[src/rtl/tick_generator_pkg.sv]
// tick_gen_pkg: shared mode type, channel-index sizing and parameter range checks
package tick_gen_pkg;

   typedef enum logic {
      PULSE  = 1'b0,
      SQUARE = 1'b1
   } tick_mode_e;

   localparam int MAX_CH   = 16;
   localparam int CH_W_MAX = 4;

   function automatic int ch_idx_w(input int num_ch);
      return (num_ch > 1) ? $clog2(num_ch) : 1;
   endfunction

   function automatic bit num_ch_ok(input int num_ch);
      return (num_ch >= 1) && (num_ch <= MAX_CH) && (ch_idx_w(num_ch) <= CH_W_MAX);
   endfunction

   function automatic bit default_div_ok(input int width, input longint div);
      return (width >= 1) && (width < 63) && (div >= 0) && (div < (longint'(1) << width));
   endfunction

endpackage

[src/rtl/tick_generator_if.sv]
// tick_generator_if: run-time configuration request channel of the tick generator
interface tick_generator_if
   import tick_gen_pkg::*;
#(
   parameter int NUM_CH = 4,
   parameter int WIDTH  = 16
);

   localparam int CW = ch_idx_w(NUM_CH);

   logic             cfg_valid;
   logic             cfg_ready;
   logic [CW-1:0]    cfg_chan;
   logic [WIDTH-1:0] cfg_div;
   tick_mode_e       cfg_mode;
   logic             cfg_err;

   modport master (
      output cfg_valid, cfg_chan, cfg_div, cfg_mode,
      input  cfg_ready, cfg_err
   );

   modport slave (
      input  cfg_valid, cfg_chan, cfg_div, cfg_mode,
      output cfg_ready, cfg_err
   );

endinterface

[src/rtl/tick_generator_channel.sv]
// tick_channel: one divider channel with active/shadow config and PULSE/SQUARE decode
module tick_channel
   import tick_gen_pkg::*;
#(
   parameter int WIDTH       = 16,
   parameter int DEFAULT_DIV = 4
) (
   input  logic             clk,
   input  logic             rst_n,
   input  logic             en,
   input  logic             restart,
   input  logic             wr,
   input  logic [WIDTH-1:0] wr_div,
   input  tick_mode_e       wr_mode,
   output logic             pending,
   output logic             tick
);

   localparam logic [WIDTH-1:0] DEF_DIV = WIDTH'(DEFAULT_DIV);

   logic [WIDTH-1:0] cnt_q, cnt_d;
   logic [WIDTH-1:0] div_q, div_d;
   logic [WIDTH-1:0] sh_div_q, sh_div_d;
   tick_mode_e       mode_q, mode_d;
   tick_mode_e       sh_mode_q, sh_mode_d;
   logic             pend_q, pend_d;
   logic             halted, last, wrap, apply;

   // Boundary detection; a pending update lands only where no runt period can result
   always_comb begin
      halted    = div_q == '0;
      last      = !halted && (cnt_q == div_q - WIDTH'(1));
      wrap      = en && last;
      apply     = pend_q && (wrap || !en || halted || restart);
      cnt_d     = (apply || restart || halted || wrap) ? '0 : (en ? cnt_q + WIDTH'(1) : cnt_q);
      div_d     = apply ? sh_div_q : div_q;
      mode_d    = apply ? sh_mode_q : mode_q;
      pend_d    = apply ? 1'b0 : (pend_q || wr);
      sh_div_d  = wr ? wr_div : sh_div_q;
      sh_mode_d = wr ? wr_mode : sh_mode_q;
   end

   // Outputs decode straight from registered state; PULSE is also gated by the live enable
   always_comb begin
      tick    = (mode_q == SQUARE) ? (!halted && (cnt_q >= (div_q >> 1))) : wrap;
      pending = pend_q;
   end

   // Channel state; reset restores the default divisor in PULSE mode and drops any update
   always_ff @(posedge clk or negedge rst_n) begin
      if (!rst_n) begin
         cnt_q     <= '0;
         div_q     <= DEF_DIV;
         mode_q    <= PULSE;
         sh_div_q  <= DEF_DIV;
         sh_mode_q <= PULSE;
         pend_q    <= 1'b0;
      end else begin
         cnt_q     <= cnt_d;
         div_q     <= div_d;
         mode_q    <= mode_d;
         sh_div_q  <= sh_div_d;
         sh_mode_q <= sh_mode_d;
         pend_q    <= pend_d;
      end
   end

endmodule

[src/rtl/tick_generator.sv]
// tick_generator: NUM_CH run-time programmable tick / clock-enable channels with config decode
module tick_generator
   import tick_gen_pkg::*;
#(
   parameter int NUM_CH      = 4,
   parameter int WIDTH       = 16,
   parameter int DEFAULT_DIV = 4
) (
   input  logic              clk,
   input  logic              rst_n,
   input  logic [NUM_CH-1:0] ch_en,
   input  logic              sync_restart,
   tick_generator_if.slave   cfg,
   output logic [NUM_CH-1:0] pending,
   output logic [NUM_CH-1:0] tick
);

   localparam int CW = ch_idx_w(NUM_CH);
   localparam int NP = 1 << CW;
   localparam logic [NP-1:0] IN_RANGE = NP'({NUM_CH{1'b1}});

   if (!num_ch_ok(NUM_CH) || !default_div_ok(WIDTH, DEFAULT_DIV)) begin : g_bad_param
      $error("tick_generator: NUM_CH must be 1..16 and DEFAULT_DIV must fit in WIDTH bits");
   end

   logic [NP-1:0]     pend_pad, sel;
   logic [NUM_CH-1:0] wr;
   logic              in_range, ready, accept;
   logic              err_q, err_d;

   // Config decode: padded lookups keep out-of-range channel numbers harmless
   always_comb begin
      pend_pad      = NP'(pending);
      in_range      = IN_RANGE[cfg.cfg_chan];
      ready         = !in_range || !pend_pad[cfg.cfg_chan];
      accept        = cfg.cfg_valid && ready;
      sel           = NP'(1) << cfg.cfg_chan;
      wr            = (accept && in_range) ? sel[NUM_CH-1:0] : '0;
      err_d         = accept && !in_range;
      cfg.cfg_ready = ready;
   end

   // An accepted request for a missing channel is dropped and flagged one cycle later
   always_ff @(posedge clk or negedge rst_n) begin
      if (!rst_n) err_q <= 1'b0;
      else err_q <= err_d;
   end

   assign cfg.cfg_err = err_q;

   for (genvar i = 0; i < NUM_CH; i++) begin : g_ch
      tick_channel #(
         .WIDTH       (WIDTH),
         .DEFAULT_DIV (DEFAULT_DIV)
      ) u_ch (
         .clk     (clk),
         .rst_n   (rst_n),
         .en      (ch_en[i]),
         .restart (sync_restart),
         .wr      (wr[i]),
         .wr_div  (cfg.cfg_div),
         .wr_mode (cfg.cfg_mode),
         .pending (pending[i]),
         .tick    (tick[i])
      );
   end

endmodule

[src/flat_wrapper.sv]
// flat-port wrapper written by rule: the top's interface ports become plain ports
module tick_generator_flat import tick_gen_pkg::*;
#(
   parameter int NUM_CH      = 4,
   parameter int WIDTH       = 16,
   parameter int DEFAULT_DIV = 4
)
  (clk, rst_n, ch_en, sync_restart, pending, tick, cfg_cfg_valid, cfg_cfg_chan, cfg_cfg_div, cfg_cfg_mode, cfg_cfg_ready, cfg_cfg_err);
  tick_generator_if #(.NUM_CH(NUM_CH), .WIDTH(WIDTH)) cfg_i ();
  input  logic clk;
  input  logic rst_n;
  input  logic [NUM_CH-1:0] ch_en;
  input  logic sync_restart;
  output logic [NUM_CH-1:0] pending;
  output logic [NUM_CH-1:0] tick;
  input wire logic [$bits(cfg_i.cfg_valid)-1:0] cfg_cfg_valid;
  input wire logic [$bits(cfg_i.cfg_chan)-1:0] cfg_cfg_chan;
  input wire logic [$bits(cfg_i.cfg_div)-1:0] cfg_cfg_div;
  input wire logic [$bits(cfg_i.cfg_mode)-1:0] cfg_cfg_mode;
  output wire logic [$bits(cfg_i.cfg_ready)-1:0] cfg_cfg_ready;
  output wire logic [$bits(cfg_i.cfg_err)-1:0] cfg_cfg_err;
  assign cfg_i.cfg_valid = cfg_cfg_valid;
  assign cfg_i.cfg_chan = cfg_cfg_chan;
  assign cfg_i.cfg_div = cfg_cfg_div;
  assign cfg_i.cfg_mode = cfg_cfg_mode;
  assign cfg_cfg_ready = cfg_i.cfg_ready;
  assign cfg_cfg_err = cfg_i.cfg_err;
  tick_generator #(.NUM_CH(NUM_CH), .WIDTH(WIDTH), .DEFAULT_DIV(DEFAULT_DIV)) u_core (.clk(clk), .rst_n(rst_n), .ch_en(ch_en), .sync_restart(sync_restart), .cfg(cfg_i), .pending(pending), .tick(tick));
endmodule
[config.mk]
export PLATFORM = sky130hd
export DESIGN_NAME = tick_generator_flat
export DESIGN_NICKNAME = d
export VERILOG_FILES = /design/src/rtl/tick_generator_pkg.sv /design/src/rtl/tick_generator_if.sv /design/src/rtl/tick_generator_channel.sv /design/src/rtl/tick_generator.sv /design/src/flat_wrapper.sv
export SDC_FILE = /design/constraint.sdc
export NUM_CORES = 1
export LEC_CHECK = 0
export CAP_MARGIN = 10
export CORE_ASPECT_RATIO = 0.9
export CORE_UTILIZATION = 34
export CTS_CLUSTER_SIZE = 10
export DETAILED_ROUTE_END_ITERATION = 6
export PLACE_DENSITY = 0.5
export SYNTH_ARGS = -nofsm -noshare
export SYNTH_HDL_FRONTEND = slang
export SYNTH_SLANG_ARGS = --single-unit
export TNS_END_PERCENT = 50
[constraint.sdc]
create_clock -name clk -period 3.99 [get_ports clk]
set_clock_uncertainty 0.1 [all_clocks]
set_input_delay 1.197 -clock clk [delete_from_list [all_inputs] [get_ports clk]]
set_output_delay 1.197 -clock clk [all_outputs]
set_load 0.01 [all_outputs]
# Word level (Yosys, flattened, before mapping)

Index checks and enable logic that the tools add are counted.

Add/sub/neg operators: 8
Shift operators: 1
Muxes and demuxes: 21
Multiply operators: 0
Equal/unequal tests: 4
Div/mod/pow operators: 0
Reduce and logical (&&, ||, !) cells: 66
$lt $le $gt $ge: 5
Bitwise operators: 0

Operators with widths:

| kind                  | number |
|---|---|
| $mux 16               | 8 |
| $add 16x1->16 const B | 4 |
| $eq 16x16->1          | 4 |
| $ge 16x15->1          | 4 |
| $logic_not 16->1      | 4 |
| $sub 16x1->16 const B | 4 |
| $logic_or 1x1->1      | 29 |
| $logic_and 1x1->1     | 19 |
| $logic_not 1->1       | 10 |
| $mux 1                | 10 |
| $reduce_bool 2->1     | 4 |
| $bmux 1 s2            | 2 |
| $mux 4                | 1 |
| $shl 1x2->4 const A   | 1 |
| $lt 2x3->1 const B    | 1 |

Output and inout bits: 10
Bits in writable memories: 0
Bits in read-only memories: 0
Logic and storage cells: 130
Memories: 0
Latch bits: 0
Input bits: 27
Register bits after elaboration: 205

# Logic depth before layout (Yosys ltp)

Depth in word-level cells: 12
Mapped depth: 12
Mapped depth without buffers: 10

# Hierarchy

A second synthesis with hierarchy kept.

Cells, all modules: 1233
Area total of the unflattened synthesis: 12864.8 um^2

By module, submodules not included:

| module         | instances | cells each | sequential area each (um^2) | area each (um^2) |
|---|---|---|---|---|
| tick_channel   | 4         | 306        | 1278.7                      | 3198.1 |
| tick_generator | 1         | 9          | 0.0                         | 72.6 |

# Worst setup path before layout

No wires, ideal clock.

Path kind: flip-flop to output port
Start: register u_core.g_ch[0].u_ch.div_q[3]
End: output port tick[0]
Path buffers: 2
Arrival: 2.690 ns
Data required time: 2.693 ns
Stages on the path, launching flop included: 10
Setup slack: 0.003 ns
Cells stage by stage: dfrtp_1 > buf_2 > nor4_4 > nand2_1 > or4_1 > a221oi_2 > nand4_1 > or4b_4 > o31ai_1 > buf_4

Cells in the longest elaborated chain, start to end: 5
Elaborated cells on any way between the ends: 9
Those cells by class: add/sub (1); order compare (1); eq/ne (1); mux (1); reduce/logical (5)

Ends and longest elaborated chain:

| element                                                  | line                                                       | text |
|---|---|---|
| start, declared                                          | tick_generator_channel.sv:22                               | `logic [WIDTH-1:0] div_q, div_d;` |
| start signal, assigned                                   | tick_generator_channel.sv:60                               | `div_q <= div_d;` |
| $sub 16x1->16 / $logic_not 16->1 (equally long branches) | tick_generator_channel.sv:32, tick_generator_channel.sv:31 |  |
| $eq 16x16->1 / $logic_not 1->1 (equally long branches)   | tick_generator_channel.sv:32, tick_generator_channel.sv:45 |  |
| $logic_and 1x1->1                                        | tick_generator_channel.sv:32                               | `last = !halted && (cnt_q == div_q - WIDTH'(1));` |
| $logic_and 1x1->1                                        | tick_generator_channel.sv:33                               | `wrap = en && last;` |
| $mux 1 *                                                 | tick_generator_channel.sv:45                               | `tick = (mode_q == SQUARE) ? (!halted && (cnt_q >= (div_q >> 1))) : wrap;` |
| end, declared                                            | flat_wrapper.sv:15                                         | `output logic [NUM_CH-1:0] tick;` |

Mark *: on every way between the ends. The rest lies on a longest branch, timed or not.

# Final worst setup path

Ends and elaborated chain as after synthesis.

==> impl_results.md <==
- Synth async-reset ratio: 100%
- Placed insts: 1833
- ANT nets after route: 0
- Setup TNS: -1.15 ns
- Initial antenna violation count: 0
- Hold Buf Count CTS: 0
- Die span in y: 184 um
- Wire per inst: 16.8 um
- Synth area leaders: dfrtp_1 (39%), mux2_2 (9.8%), ha_1 (7.2%)
- Final setup violation count: 4
- Htree depth: 1
- Worst-Margin Slew: 0.681 ns
- Largest area contributor in the netlist: dfrtp_1
- Routability cong.: 0.824
- Synth top area share: 39.4%
- Max Fclk: 225 MHz
- DR DRC count: 0
- Gate Count Post-Synth: 1184
- Global route overflow: 0
- Vias per std cell: 5.01
- DRT Pass-1 Iters: 5
- Maxcap violations: 0
- Max transition margin: 54.6%
- Filler cells: 3456
- DP Wirelength: 23800 um
- Core outline area: 36100 um^2
- Peak supply drop: 0.236 mV
- Critical path type: reg2out
- TritonCTS clock tree: yes
- Mapped Area: 12500 um^2
- Initial DRC Count: 402
- Root Buffer: clkbuf_16
- Minimum clock period: 4.45 ns
- Post-synth top flop: dfrtp_1
- First-pass GRT wire length: 52300 um
- Max Slew Vio Count: 0
- Sequential area share after synthesis: 41.1%
- Later-pin clock latency in the skew report: 0.54 ns
- Synthesized net count: 1283
- Via count: 9483
- Worst-path fanout max: 2
- HP Class: reg2reg
- Synthesized flop and latch total: 204
- Num ports: 37
- Largest net degree at the start of global routing: 82
- PortBufs: 35
- CTS clk-pin slew, worst paths: 0.06 ns
- RSZ-0062 raised after global routing: yes
- Initial Utilization: 34.5%
- Clock buffer depth: 3
- Worst Path Required: 2.69 ns
- Die W: 204 um
- Share of layout cells above drive strength 1: 28.9%
- Core Rows: 66
- Critical path data arrival time: 3.15 ns
- Hold Fails Final Rpt: 0
- Vias in the first global route: 9583
- Clock Sinks: 204
- Syn_area_per_cell: 10.5 um^2
- Leakage: 7.09 nW
- Pwr dens: 558 nW/um^2
- Warnings from Yosys: 0
- Status: finished, violations left
- Cts bufs inserted: 26
- Total Routed Length: 31800 um
- Die area: 37400 um^2
- Final period utilization: 112%
- Failing checks: setup timing
- Total track usage: 17.6%
- Non-filler cells, final: 1893
- Final WS setup: -0.461 ns
- Area Growth Syn to Fin: 25.0%
- Final net count: 1493
- Number of synthesized flops with an enable pin: 0
- Startpoint class of the critical path: flip-flop
- Cell variety after synth: 82
- Crit path capture type: primary output
==> what timing repair did <==
item	4_1_cts	5_1_grt
endpoints found under the setup margin	5	4
pin swaps	12	13
setup buffers	7	2
gates resized for setup	36	28
==> power breakdown <==
group          switching (W)  internal, W  total [W]  leakage [nW]
combinational        0.00165      0.00183    0.00348          4.14
clock               0.000893      0.00132    0.00221         0.389
sequential          0.000427      0.00256    0.00299          2.55
==> registers in the layout (all words and copies together), names as in the netlist <==
register	count
u_core.g_ch.u_ch.div_q	64
u_core.g_ch.u_ch.mode_q	4
u_core.g_ch.u_ch.sh_div_q	64
u_core.g_ch.u_ch.pending	4
u_core.g_ch.u_ch.sh_mode_q	4
u_core.g_ch.u_ch.cnt_q	64
==> path summary, 6_finish.rpt <==
path | start | endpoint | slack (ns) | cells after the start
min in group asynchronous | rst_n | u_core.g_ch[3].u_ch.cnt_q[4]$_DFFE_PN0P_ | 0.59 | 1
max reg2reg | u_core.g_ch[2].u_ch.div_q[3]$_DFFE_PN0P_ | u_core.g_ch[2].u_ch.div_q[6]$_DFFE_PN0P_ | 0.80 | 10
min | u_core.g_ch[1].u_ch.sh_div_q[10]$_DFFE_PN0P_ | u_core.g_ch[1].u_ch.div_q[10]$_DFFE_PN0P_ | 0.37 | 1
max | u_core.g_ch[0].u_ch.div_q[3]$_DFFE_PN0P_ | tick[0] | -0.46 | 8
max in group asynchronous | rst_n | u_core.g_ch[0].u_ch.div_q[2]$_DFFE_PN1P_ | 2.33 | 2
min reg2reg | u_core.g_ch[1].u_ch.sh_div_q[10]$_DFFE_PN0P_ | u_core.g_ch[1].u_ch.div_q[10]$_DFFE_PN0P_ | 0.37 | 1
==> logic make-up after synthesis <==
| group | after synthesis | share of synthesized area, % |
|---|---|---|
| compound gates | 152 | 8.88 |
| xor+xnor | 133 | 9.35 |
| fa+ha+maj | 72 | 7.23 |
| buf+inv | 118 | 4.26 |
| flops | 204 | 41.1 |
| mux | 144 | 13.4 |
| other cells | 1 | 0.0301 |
| simple gates | 360 | 15.8 |
==> per-stage QoR <==
step | hold slack, ns | total power [W] | instance area [um^2] | utilization [%] | setup slack, ns
after floorplan | 0.354 | 0.00492 | 12500 | - | 0.00344
after global placement | 0.363 | 0.00629 | 14500 | 40.3 | -0.559
after detailed placement | 0.370 | 0.00633 | 14500 | 40.3 | -0.553
after CTS | 0.373 | 0.00870 | 15500 | 42.9 | -0.527
after global routing | 0.399 | 0.00929 | 15600 | 43.1 | -0.577
final | 0.370 | 0.00869 | 15600 | 43.1 | -0.461
==> synthesized netlist by cell type, drive strengths merged (4+ instances only) <==
master and instances:
nand3b 6, xnor2 70, xor2 63, and4 7
o21a 6, o31ai 11, nor3b 4, o21ai 24
nand3 46, mux2 138, nand4 33, nand2b 9
nor2b 4, dfrtp 196, a311oi 4, or3 9
and3 17, a2111oi 6, mux2i 5, inv 83
nor2 91, nor4 23, nor3 37, a31oi 6
clkbuf 14, dfstp 8, buf 21, ha 72
and2 4, o211ai 5, or4 5, a21o 28
a21oi 25, a211oi 6, nand2 55
==> layout by cell type (no fill, tap or decap), types with 9 or more instances in the layout <==
cell type	n
clkbuf_1	13
nand2_1	55
xnor2_1	69
a21oi_1	24
clkbuf_16	27
nor3_1	32
inv_1	81
o21ai_0	14
nor2_1	88
mux2_1	20
o31ai_1	9
mux2_2	108
a21o_1	27
nand3_1	46
nor4_1	14
clkdlybuf4s50_1	29
mux2_4	10
ha_1	69
and3_1	16
dfrtp_1	194
nand4_1	33
nand2b_1	9
buf_4	177
xor2_1	63
==> layout make-up <==
| cell class | instances | area, um^2 | share of cell area (%) |
|---|---|---|---|
| multi-input combinational | 862 | 6980 | 44.9 |
| timing repair buffer | 217 | 1750 | 11.2 |
| clock buffer | 44 | 779 | 5.01 |
| tap | 476 | 596 | 3.83 |
| clock inverter | 3 | 18.8 | 0.121 |
| sequential | 204 | 5120 | 32.9 |
| antenna | 4 | 10.0 | 0.0643 |
| inverter | 83 | 312 | 2.00 |
==> critical path, stage by stage (launching register included) <==
cell,delay (ns)
dfrtp_1,0.41
nor4_4,0.30
nand2_1,0.14
or4_4,0.49
a221oi_2,0.27
nand4_1,0.13
or4b_4,0.52
o31ai_4,0.18
buf_2,0.16
==> metal layers <==
metal	track usage [%]	share of wire [%]
met5	0	0
met4	4.24	2.0
met3	2.46	3.2
met2	27.3	44
met1	25.7	51
No activity file was read; power rests on OpenSTA's default activity.
